$ cat src/rtl/guess_pkg.sv
// guess_pkg -- shared types and constants for the guessing-game player port.
//   capture_state_t        : capture FSM state encoding (also exported for debug)
//   DEFAULT_DEBOUNCE_CYCLES: 10 ms at 100 MHz
//   DEFAULT_TICK_DIV       : en period at 100 MHz (0.5 s)
//   is_onehot()            : true when exactly one bit of a 4-bit vector is set
package guess_pkg;

  typedef enum logic [1:0] {
    ST_IDLE    = 2'd0,
    ST_HOLD    = 2'd1,
    ST_SCORE   = 2'd2,
    ST_RELEASE = 2'd3
  } capture_state_t;

  localparam int DEFAULT_DEBOUNCE_CYCLES = 1_000_000;
  localparam int DEFAULT_TICK_DIV        = 50_000_000;

  function automatic logic is_onehot(input logic [3:0] v);
    return (v != 4'd0) && ((v & (v - 4'd1)) == 4'd0);
  endfunction

endpackage

$ cat src/rtl/guess_player_port_if.sv
// guess_player_port_if -- board/game-facing signals of one player port.
//   btn_raw     : raw push-buttons, bit i = guess position i
//   win, lose   : game state inputs
//   b, en       : registered guess vector and one-cycle step pulse to the game
//   wins,losses : saturating score counters (SCORE_W bits)
//   multi_press : one-cycle pulse when a non-one-hot press is rejected
//   state       : capture FSM state, for observation only
// Modports: slave = the player port itself, master = its environment.
// Handshake: there is no valid/ready pair; the player holds b stable from
// capture until full release, and the game may sample b on any cycle en=1.
interface guess_player_port_if #(
  parameter int SCORE_W = 4
);
  import guess_pkg::*;

  logic [3:0]         btn_raw;
  logic               win;
  logic               lose;
  logic [3:0]         b;
  logic               en;
  logic [SCORE_W-1:0] wins;
  logic [SCORE_W-1:0] losses;
  logic               multi_press;
  capture_state_t     state;

  modport slave (
    input  btn_raw, win, lose,
    output b, en, wins, losses, multi_press, state
  );

  modport master (
    output btn_raw, win, lose,
    input  b, en, wins, losses, multi_press, state
  );

endinterface

$ cat src/rtl/button_debounce.sv
// button_debounce -- one-bit 2-flop synchronizer followed by a counting
// debouncer. The debounced output takes the synchronized value only after
// DEBOUNCE_CYCLES consecutive cycles in which the two differ; any cycle of
// agreement restarts the count.
//   clk, reset : clock, synchronous active-high reset
//   raw        : asynchronous button input
//   debounced  : conditioned output
module button_debounce #(
  parameter int DEBOUNCE_CYCLES = 1_000_000
) (
  input  logic clk,
  input  logic reset,
  input  logic raw,
  output logic debounced
);

  localparam int CW = $clog2(DEBOUNCE_CYCLES + 1);
  localparam logic [CW-1:0] LAST = CW'(DEBOUNCE_CYCLES - 1);

  logic          sync1, sync2;
  logic          deb_q;
  logic [CW-1:0] cnt;

  always_ff @(posedge clk) begin
    if (reset) begin
      sync1 <= 1'b0;
      sync2 <= 1'b0;
      deb_q <= 1'b0;
      cnt   <= '0;
    end else begin
      sync1 <= raw;
      sync2 <= sync1;
      if (sync2 != deb_q) begin
        // This cycle is the DEBOUNCE_CYCLES-th mismatching one: accept it.
        if (cnt == LAST) begin
          deb_q <= sync2;
          cnt   <= '0;
        end else begin
          cnt <= cnt + CW'(1);
        end
      end else begin
        cnt <= '0;
      end
    end
  end

  assign debounced = deb_q;

endmodule

$ cat src/rtl/guess_player_port.sv
// guess_player_port -- player-side front end for the guessing-game FSM.
// Conditions four raw buttons, captures one guess per press, holds it on b
// until full release, and keeps saturating win/loss scores.
//   clk, reset : clock, synchronous active-high reset
//   bus        : guess_player_port_if.slave (btn_raw, win, lose in;
//                b, en, wins, losses, multi_press, state out)
// Parameters: DEBOUNCE_CYCLES (>=1), TICK_DIV (>=2), SCORE_W.
// Build option: GUESS_ONEHOT_FILTER_EN -- when defined, non-one-hot presses
// are rejected in IDLE with a one-cycle multi_press pulse; otherwise any
// nonzero press is captured and multi_press is tied low.
module guess_player_port
  import guess_pkg::*;
#(
  parameter int DEBOUNCE_CYCLES = DEFAULT_DEBOUNCE_CYCLES,
  parameter int TICK_DIV        = DEFAULT_TICK_DIV,
  parameter int SCORE_W         = 4
) (
  input  logic clk,
  input  logic reset,
  guess_player_port_if.slave bus
);

  // ---------------- button conditioning ----------------
  logic [3:0] d;

  for (genvar i = 0; i < 4; i++) begin : g_btn
    button_debounce #(
      .DEBOUNCE_CYCLES(DEBOUNCE_CYCLES)
    ) u_debounce (
      .clk       (clk),
      .reset     (reset),
      .raw       (bus.btn_raw[i]),
      .debounced (d[i])
    );
  end

  // ---------------- free-running step tick ----------------
  localparam int TW = $clog2(TICK_DIV);
  localparam logic [TW-1:0] TICK_LAST = TW'(TICK_DIV - 1);

  logic [TW-1:0] tick_cnt;

  always_ff @(posedge clk) begin
    if (reset) begin
      tick_cnt <= '0;
    end else if (tick_cnt == TICK_LAST) begin
      tick_cnt <= '0;
    end else begin
      tick_cnt <= tick_cnt + TW'(1);
    end
  end

  assign bus.en = (tick_cnt == TICK_LAST);

  // ---------------- capture FSM ----------------
  capture_state_t     state_q, state_n;
  logic [3:0]         guess_q, guess_n;
  logic [3:0]         b_q, b_n;
  logic               win_flag_q, win_flag_n;
  logic [SCORE_W-1:0] wins_q, wins_n;
  logic [SCORE_W-1:0] losses_q, losses_n;
`ifdef GUESS_ONEHOT_FILTER_EN
  // rejected_q remembers that the current multi-button press was already
  // flagged, so multi_press fires once per press rather than every cycle.
  logic               rejected_q, rejected_n;
  logic               mp_q, mp_n;
`endif

  always_ff @(posedge clk) begin
    if (reset) begin
      state_q    <= ST_IDLE;
      guess_q    <= 4'd0;
      b_q        <= 4'd0;
      win_flag_q <= 1'b0;
      wins_q     <= '0;
      losses_q   <= '0;
`ifdef GUESS_ONEHOT_FILTER_EN
      rejected_q <= 1'b0;
      mp_q       <= 1'b0;
`endif
    end else begin
      state_q    <= state_n;
      guess_q    <= guess_n;
      b_q        <= b_n;
      win_flag_q <= win_flag_n;
      wins_q     <= wins_n;
      losses_q   <= losses_n;
`ifdef GUESS_ONEHOT_FILTER_EN
      rejected_q <= rejected_n;
      mp_q       <= mp_n;
`endif
    end
  end

  always_comb begin
    state_n    = state_q;
    guess_n    = guess_q;
    b_n        = b_q;
    win_flag_n = win_flag_q;
    wins_n     = wins_q;
    losses_n   = losses_q;
`ifdef GUESS_ONEHOT_FILTER_EN
    rejected_n = rejected_q;
    mp_n       = 1'b0;
`endif

    case (state_q)
      ST_IDLE: begin
        b_n = 4'd0;
`ifdef GUESS_ONEHOT_FILTER_EN
        if (d == 4'd0) begin
          rejected_n = 1'b0;
        end else if (is_onehot(d)) begin
          rejected_n = 1'b0;
          guess_n    = d;
          b_n        = d;
          state_n    = ST_HOLD;
        end else begin
          rejected_n = 1'b1;
          mp_n       = !rejected_q;
        end
`else
        if (d != 4'd0) begin
          guess_n = d;
          b_n     = d;
          state_n = ST_HOLD;
        end
`endif
      end

      ST_HOLD: begin
        // The game samples b only on en, so button changes here are ignored.
        b_n = guess_q;
        if (bus.win) begin
          win_flag_n = 1'b1;
          state_n    = ST_SCORE;
        end else if (bus.lose) begin
          win_flag_n = 1'b0;
          state_n    = ST_SCORE;
        end
      end

      ST_SCORE: begin
        b_n     = guess_q;
        state_n = ST_RELEASE;
        if (win_flag_q) begin
          if (wins_q != '1) wins_n = wins_q + SCORE_W'(1);
        end else begin
          if (losses_q != '1) losses_n = losses_q + SCORE_W'(1);
        end
      end

      ST_RELEASE: begin
        // Dropping b to 0 is what sends the game back to its start state.
        if (d == 4'd0) begin
          b_n     = 4'd0;
          state_n = ST_IDLE;
        end else begin
          b_n = guess_q;
        end
      end

      default: begin
        b_n     = 4'd0;
        state_n = ST_IDLE;
      end
    endcase
  end

  assign bus.b      = b_q;
  assign bus.wins   = wins_q;
  assign bus.losses = losses_q;
  assign bus.state  = state_q;
`ifdef GUESS_ONEHOT_FILTER_EN
  assign bus.multi_press = mp_q;
`else
  assign bus.multi_press = 1'b0;
`endif

endmodule

$ cat src/flat_wrapper.sv
// flat-port wrapper written by rule: the top's interface ports become plain ports
module guess_player_port_flat import guess_pkg::*;
#(
  parameter int DEBOUNCE_CYCLES = DEFAULT_DEBOUNCE_CYCLES,
  parameter int TICK_DIV        = DEFAULT_TICK_DIV,
  parameter int SCORE_W         = 4
)
  (clk, reset, bus_btn_raw, bus_win, bus_lose, bus_b, bus_en, bus_wins, bus_losses, bus_multi_press, bus_state);
  guess_player_port_if #(.SCORE_W(SCORE_W)) bus_i ();
  input  logic clk;
  input  logic reset;
  input wire logic [$bits(bus_i.btn_raw)-1:0] bus_btn_raw;
  input wire logic [$bits(bus_i.win)-1:0] bus_win;
  input wire logic [$bits(bus_i.lose)-1:0] bus_lose;
  output wire logic [$bits(bus_i.b)-1:0] bus_b;
  output wire logic [$bits(bus_i.en)-1:0] bus_en;
  output wire logic [$bits(bus_i.wins)-1:0] bus_wins;
  output wire logic [$bits(bus_i.losses)-1:0] bus_losses;
  output wire logic [$bits(bus_i.multi_press)-1:0] bus_multi_press;
  output wire logic [$bits(bus_i.state)-1:0] bus_state;
  assign bus_i.btn_raw = bus_btn_raw;
  assign bus_i.win = bus_win;
  assign bus_i.lose = bus_lose;
  assign bus_b = bus_i.b;
  assign bus_en = bus_i.en;
  assign bus_wins = bus_i.wins;
  assign bus_losses = bus_i.losses;
  assign bus_multi_press = bus_i.multi_press;
  assign bus_state = bus_i.state;
  guess_player_port #(.DEBOUNCE_CYCLES(DEBOUNCE_CYCLES), .TICK_DIV(TICK_DIV), .SCORE_W(SCORE_W)) u_core (.clk(clk), .reset(reset), .bus(bus_i));
endmodule
$ cat config.mk
export PLATFORM = sky130hd
export DESIGN_NAME = guess_player_port_flat
export DESIGN_NICKNAME = d
export VERILOG_FILES = /design/src/rtl/guess_pkg.sv /design/src/rtl/guess_player_port_if.sv /design/src/rtl/button_debounce.sv /design/src/rtl/guess_player_port.sv /design/src/flat_wrapper.sv
export SDC_FILE = /design/constraint.sdc
export NUM_CORES = 1
export LEC_CHECK = 0
export ABC_AREA = 1
export BUFFER_PORTS_ARGS = -buffer_cell sky130_fd_sc_hd__buf_2
export CAP_MARGIN = 20
export CORE_MARGIN = 3
export CORE_UTILIZATION = 67
export CTS_CLUSTER_SIZE = 28
export DETAILED_ROUTE_END_ITERATION = 8
export PLACE_DENSITY = 0.85
export SLEW_MARGIN = 30
export SYNTH_ARGS = -nofsm -noshare
export SYNTH_HDL_FRONTEND = slang
export SYNTH_SLANG_ARGS = --single-unit
$ cat constraint.sdc
create_clock -name clk -period 3.1 [get_ports clk]
set_clock_uncertainty 0.2 [all_clocks]
set_input_delay 0.62 -clock clk [delete_from_list [all_inputs] [get_ports clk]]
set_output_delay 0.62 -clock clk [all_outputs]
set_load 0.02 [all_outputs]
==> impl_metrics.xml <==
<?xml version="1.0" encoding="UTF-8"?>
<metrics>
  <group name="floorplan">
    <metric name="io_pins" unit="">24</metric>
    <metric name="fp.dieArea" unit="sq um">11540</metric>
    <metric name="core" unit="sq um">9910</metric>
    <metric name="die_width" unit="microns">107.4</metric>
    <metric name="floorplan.initialDensity" unit="">0.6955</metric>
    <metric name="rows" unit="">36</metric>
    <metric name="floorplan.die.height" unit="microns">107.4</metric>
  </group>
  <group name="layout">
    <metric name="finalNetCount" unit="">1103</metric>
    <metric name="num_antenna_cells" unit="">0</metric>
    <metric name="mostFrequentLayoutCells" unit="">sky130_fd_sc_hd__nand2_1 (284), sky130_fd_sc_hd__nor2_1 (235), sky130_fd_sc_hd__dfxtp_1 (137)</metric>
    <metric name="drive_gt1_frac" unit="">0.06575</metric>
    <metric name="mostFrequentLayoutCell" unit="">sky130_fd_sc_hd__nand2_1</metric>
    <metric name="final_cells" unit="">1228</metric>
    <metric name="synthToLayoutAreaGrowth" unit="%">11.15</metric>
  </group>
  <group name="power_and_ir_drop">
    <metric name="p_sw" unit="uW">930.1</metric>
    <metric name="leakagePower" unit="nW">2.677</metric>
    <metric name="combPwrFrac" unit="">0.069</metric>
    <metric name="max-vdd-ir-drop" unit="uV">366.0</metric>
    <metric name="power.clock.fraction" unit="">0.483</metric>
    <metric name="p_sw_frac" unit="">0.2281</metric>
    <metric name="p_total" unit="mW">4.079</metric>
    <metric name="share_seq_of_total_power" unit="">0.449</metric>
    <metric name="internal-power" unit="mW">3.148</metric>
    <metric name="power_density" unit="nW/um^2">532.5</metric>
  </group>
  <group name="yosys">
    <metric name="combinational_family_with_the_most_area_after_synthesis" unit="">simple AND/OR/NAND/NOR gates</metric>
    <metric name="synth-compound-area-share" unit="">0.06354</metric>
    <metric name="yosysWarnings" unit="">0</metric>
    <metric name="seq_area_frac_synth" unit="">0.3980</metric>
    <metric name="synth_top_flop_cell" unit="">sky130_fd_sc_hd__dfxtp_1</metric>
    <metric name="yosys.area_share.adder" unit="">0.02179</metric>
    <metric name="synthDistinctLibCells" unit="">34</metric>
    <metric name="synth_enable_flop_cells" unit="">0</metric>
    <metric name="syn-instance-count" unit="">1053</metric>
    <metric name="synth-simple-area-share" unit="">0.3862</metric>
    <metric name="ys_ff_latch" unit="">137</metric>
    <metric name="synth.cell_area" unit="sq um">6892</metric>
    <metric name="synth-xor-area-share" unit="">0.04829</metric>
    <metric name="syn_nets" unit="">1073</metric>
    <metric name="asyncSetResetFlopFracSynth" unit="">0</metric>
    <metric name="multiplexer_fraction_of_the_synthesized_cell_area" unit="">0</metric>
    <metric name="synth.avg_cell_area" unit="sq um">6.545</metric>
  </group>
  <group name="clock_network">
    <metric name="cts_max_level" unit="">4</metric>
    <metric name="clock_latency_of_the_later_clocked_register_in_the_worst_skew_pair" unit="ps">520</metric>
    <metric name="clock_sink_count" unit="">137</metric>
    <metric name="tritoncts" unit="">done</metric>
    <metric name="post_cts_resize_count" unit="">0</metric>
    <metric name="cts_root_buffer" unit="">sky130_fd_sc_hd__clkbuf_8</metric>
    <metric name="clk_path_buf_depth" unit="">2</metric>
    <metric name="post-cts-setup-buffers" unit="">0</metric>
    <metric name="cts.hold.buffers_added" unit="">0</metric>
    <metric name="cts.reportedPaths.clkPinSlew" unit="ps">60</metric>
    <metric name="tritoncts.num_buffers" unit="">17</metric>
  </group>
  <group name="route">
    <metric name="drt_initial_violations" unit="">515</metric>
    <metric name="drc_errors" unit="">0</metric>
    <metric name="number_of_nets_with_antenna_violations_after_routing" unit="">0</metric>
    <metric name="routedWlPerCell" unit="microns">11.77</metric>
    <metric name="drt_pass1_iterations" unit="">5</metric>
    <metric name="routed_wl" unit="mm">14.45</metric>
    <metric name="vias_per_cell" unit="">5.243</metric>
    <metric name="routed-via-count" unit="">6438</metric>
  </group>
  <group name="critical_path">
    <metric name="reg2reg_to" unit="">u_core.g_btn[2].u_debounce.cnt[18]</metric>
    <metric name="setup.worst_path.start" unit="">u_core.tick_cnt[0]</metric>
    <metric name="critPathRequiredTime" unit="ps">2280</metric>
    <metric name="worst-path-stages" unit="">6</metric>
    <metric name="timing.critical_path.slowest_stage_cell" unit="">sky130_fd_sc_hd__dfxtp_1</metric>
    <metric name="setup.worst_path.end_class" unit="">primary output</metric>
    <metric name="timing.critical_path.from_type" unit="">register</metric>
    <metric name="cp_cell_sequence" unit="">ha_1, nand3_2, nor2_2, nand2_1, nor4_1, buf_2</metric>
    <metric name="worst-r2r-setup-slack" unit="ps">870</metric>
    <metric name="worst_path_dominant_cell_family" unit="">simple AND/OR/NAND/NOR gates</metric>
    <metric name="critical_path_buf_inv_count" unit="">1</metric>
    <metric name="crit_arrival" unit="ps">1980</metric>
    <metric name="worst-r2r-cell-count" unit="">7</metric>
    <metric name="ff_to_ff_start" unit="">u_core.g_btn[2].u_debounce.cnt[0]</metric>
    <metric name="critical_path_destination" unit="">bus_en</metric>
    <metric name="worst_path_largest_cell_delay" unit="ps">370</metric>
    <metric name="timing_worst_setup_path_type" unit="">reg -&gt; out</metric>
    <metric name="maximum_fanout_encountered_on_the_critical_timing_path" unit="">5</metric>
  </group>
  <group name="timing">
    <metric name="fin_crit" unit="ps">2798</metric>
    <metric name="setup-violations-final" unit="">0</metric>
    <metric name="worst_slew_pin_slew" unit="ps">668.7</metric>
    <metric name="fin_ws" unit="ps">301.8</metric>
    <metric name="sum_of_negative_setup_slack" unit="ps">0</metric>
    <metric name="slew_viol_final" unit="">0</metric>
    <metric name="post-route-period-util" unit="">0.9026</metric>
    <metric name="setup_repair_after_global_routing_missed_its_margin" unit="">false</metric>
    <metric name="timing_hold_violations_final" unit="">0</metric>
    <metric name="fmax" unit="MHz">357.4</metric>
    <metric name="timing.max_slew.rel_slack" unit="">0.5512</metric>
  </group>
  <group name="placement">
    <metric name="dp_hpwl" unit="mm">10.03</metric>
    <metric name="port-buffer-count" unit="">22</metric>
    <metric name="place.detailed.instances" unit="">1197</metric>
    <metric name="gp_congestion" unit="">0.9443</metric>
    <metric name="place_ws" unit="ps">754.0</metric>
  </group>
  <group name="run_status">
    <metric name="run_status" unit="">finished, final reports clean</metric>
  </group>
  <group name="global_route">
    <metric name="grt_first_pass_wirelength" unit="mm">25.34</metric>
    <metric name="largest_net_degree_at_the_start_of_global_routing" unit="">26</metric>
    <metric name="antenna_found_initial" unit="">0</metric>
    <metric name="grt_overflow" unit="">0</metric>
    <metric name="globalRouteTotalUtil" unit="">0.2655</metric>
    <metric name="first_global_vias" unit="">5899</metric>
  </group>
  <group name="job">
    <metric name="max_cap_violations" unit="">0</metric>
  </group>
  <group name="min_path">
    <metric name="hp-class" unit="">in -&gt; reg</metric>
  </group>
</metrics>
==> layer usage <==
metal / share of wire / GRT usage
met1: 0.48 / 0.3592
met2: 0.45 / 0.4258
met3: 0.057 / 0.05879
met4: 0.012 / 0.08115
met5: 0 / 0
==> cells by family after synthesis <==
| logic type | after synthesis |
|---|---|
| AND/OR/NAND/NOR | 644 |
| buffers and inverters | 137 |
| flip-flops | 137 |
| AO/OA/AOI/OAI | 84 |
| XOR/XNOR | 38 |
| adder cells (fa/ha/maj) | 12 |
| other | 1 |
==> worst register-to-register path, stage by stage, from the launching register on <==
cell and delay [ps]:
sky130_fd_sc_hd__dfxtp_1 430, sky130_fd_sc_hd__ha_1 240, sky130_fd_sc_hd__nand3_2 140, sky130_fd_sc_hd__nor2_1 120
sky130_fd_sc_hd__nand3_1 90, sky130_fd_sc_hd__o21ai_1 550, sky130_fd_sc_hd__buf_4 300, sky130_fd_sc_hd__nor2_1 70
==> cell type report <==
| class | instances | area [sq um] |
|---|---|---|
| multi-input combinational | 779 | 3586 |
| sequential | 137 | 2743 |
| fill | 776 | 2250 |
| inverter | 125 | 471.7 |
| clock buffer | 22 | 452.9 |
| tap | 133 | 166.4 |
| clock inverter | 9 | 122.6 |
| timing repair buffer | 23 | 117.6 |
==> power by group through the flow <==
stage / Clock (mW) / Combinational (mW) / Sequential, mW
after CTS: 1.99 / 0.281 / 1.83
final: 1.97 / 0.279 / 1.83
after floorplan: 0 / 0.177 / 1.89
after global routing: 2.08 / 0.318 / 1.84
after detailed placement: 0 / 0.277 / 1.87
after global placement: 0 / 0.275 / 1.87
==> how the worst min path moves through the flow <==
| stage | startpoint | endpoint | slack, ps | cells after the start |
|---|---|---|---|---|
| floorplan | u_core.g_btn[0].u_debounce.sync1 | u_core.g_btn[0].u_debounce.sync2 | 190 | 2 |
| global placement | u_core.g_btn[0].u_debounce.sync1 | u_core.g_btn[0].u_debounce.sync2 | 190 | 2 |
| detailed placement | u_core.g_btn[0].u_debounce.sync1 | u_core.g_btn[0].u_debounce.sync2 | 190 | 2 |
| CTS | bus_btn_raw[1] | u_core.g_btn[1].u_debounce.sync1 | 110 | 3 |
| global route | bus_btn_raw[1] | u_core.g_btn[1].u_debounce.sync1 | 120 | 3 |
| finish | bus_btn_raw[1] | u_core.g_btn[1].u_debounce.sync1 | 120 | 3 |
==> through the flow <==
step | util | hold slack [ps] | cell area (sq um)
finish | 0.7730 | 121.9 | 7660
global route | 0.7730 | 118.3 | 7660
CTS | 0.7730 | 108.2 | 7660
detailed placement | 0.7149 | 194.4 | 7084
global placement | 0.7149 | 189.3 | 7084
floorplan | - | 188.3 | 6892
==> cell usage after synthesis (all sizes together) (5+ instances only) <==
master    n  area [sq um]
ha       12         150.1
dfxtp   137          2743
inv     125         471.7
nand4    22         137.6
or2      11         68.81
xor2     21         183.9
nor2    240         913.4
a21oi    61         309.1
nand3    75         385.4
a31oi     5         31.28
o21ai    15         75.07
buf      10         83.83
nand2   287          1095
xnor2    17         148.9
==> state kept, by name (all words and copies together) (netlist names) <==
name	count
u_core.bus.b	4
u_core.bus.losses	4
u_core.bus.state	2
u_core.bus.wins	4
u_core.g_btn.u_debounce.cnt	80
u_core.g_btn.u_debounce.debounced	4
u_core.g_btn.u_debounce.sync1	4
u_core.g_btn.u_debounce.sync2	4
u_core.guess_q	4
u_core.tick_cnt	26
u_core.win_flag_q	1
Power figures use the tool's default switching activity.
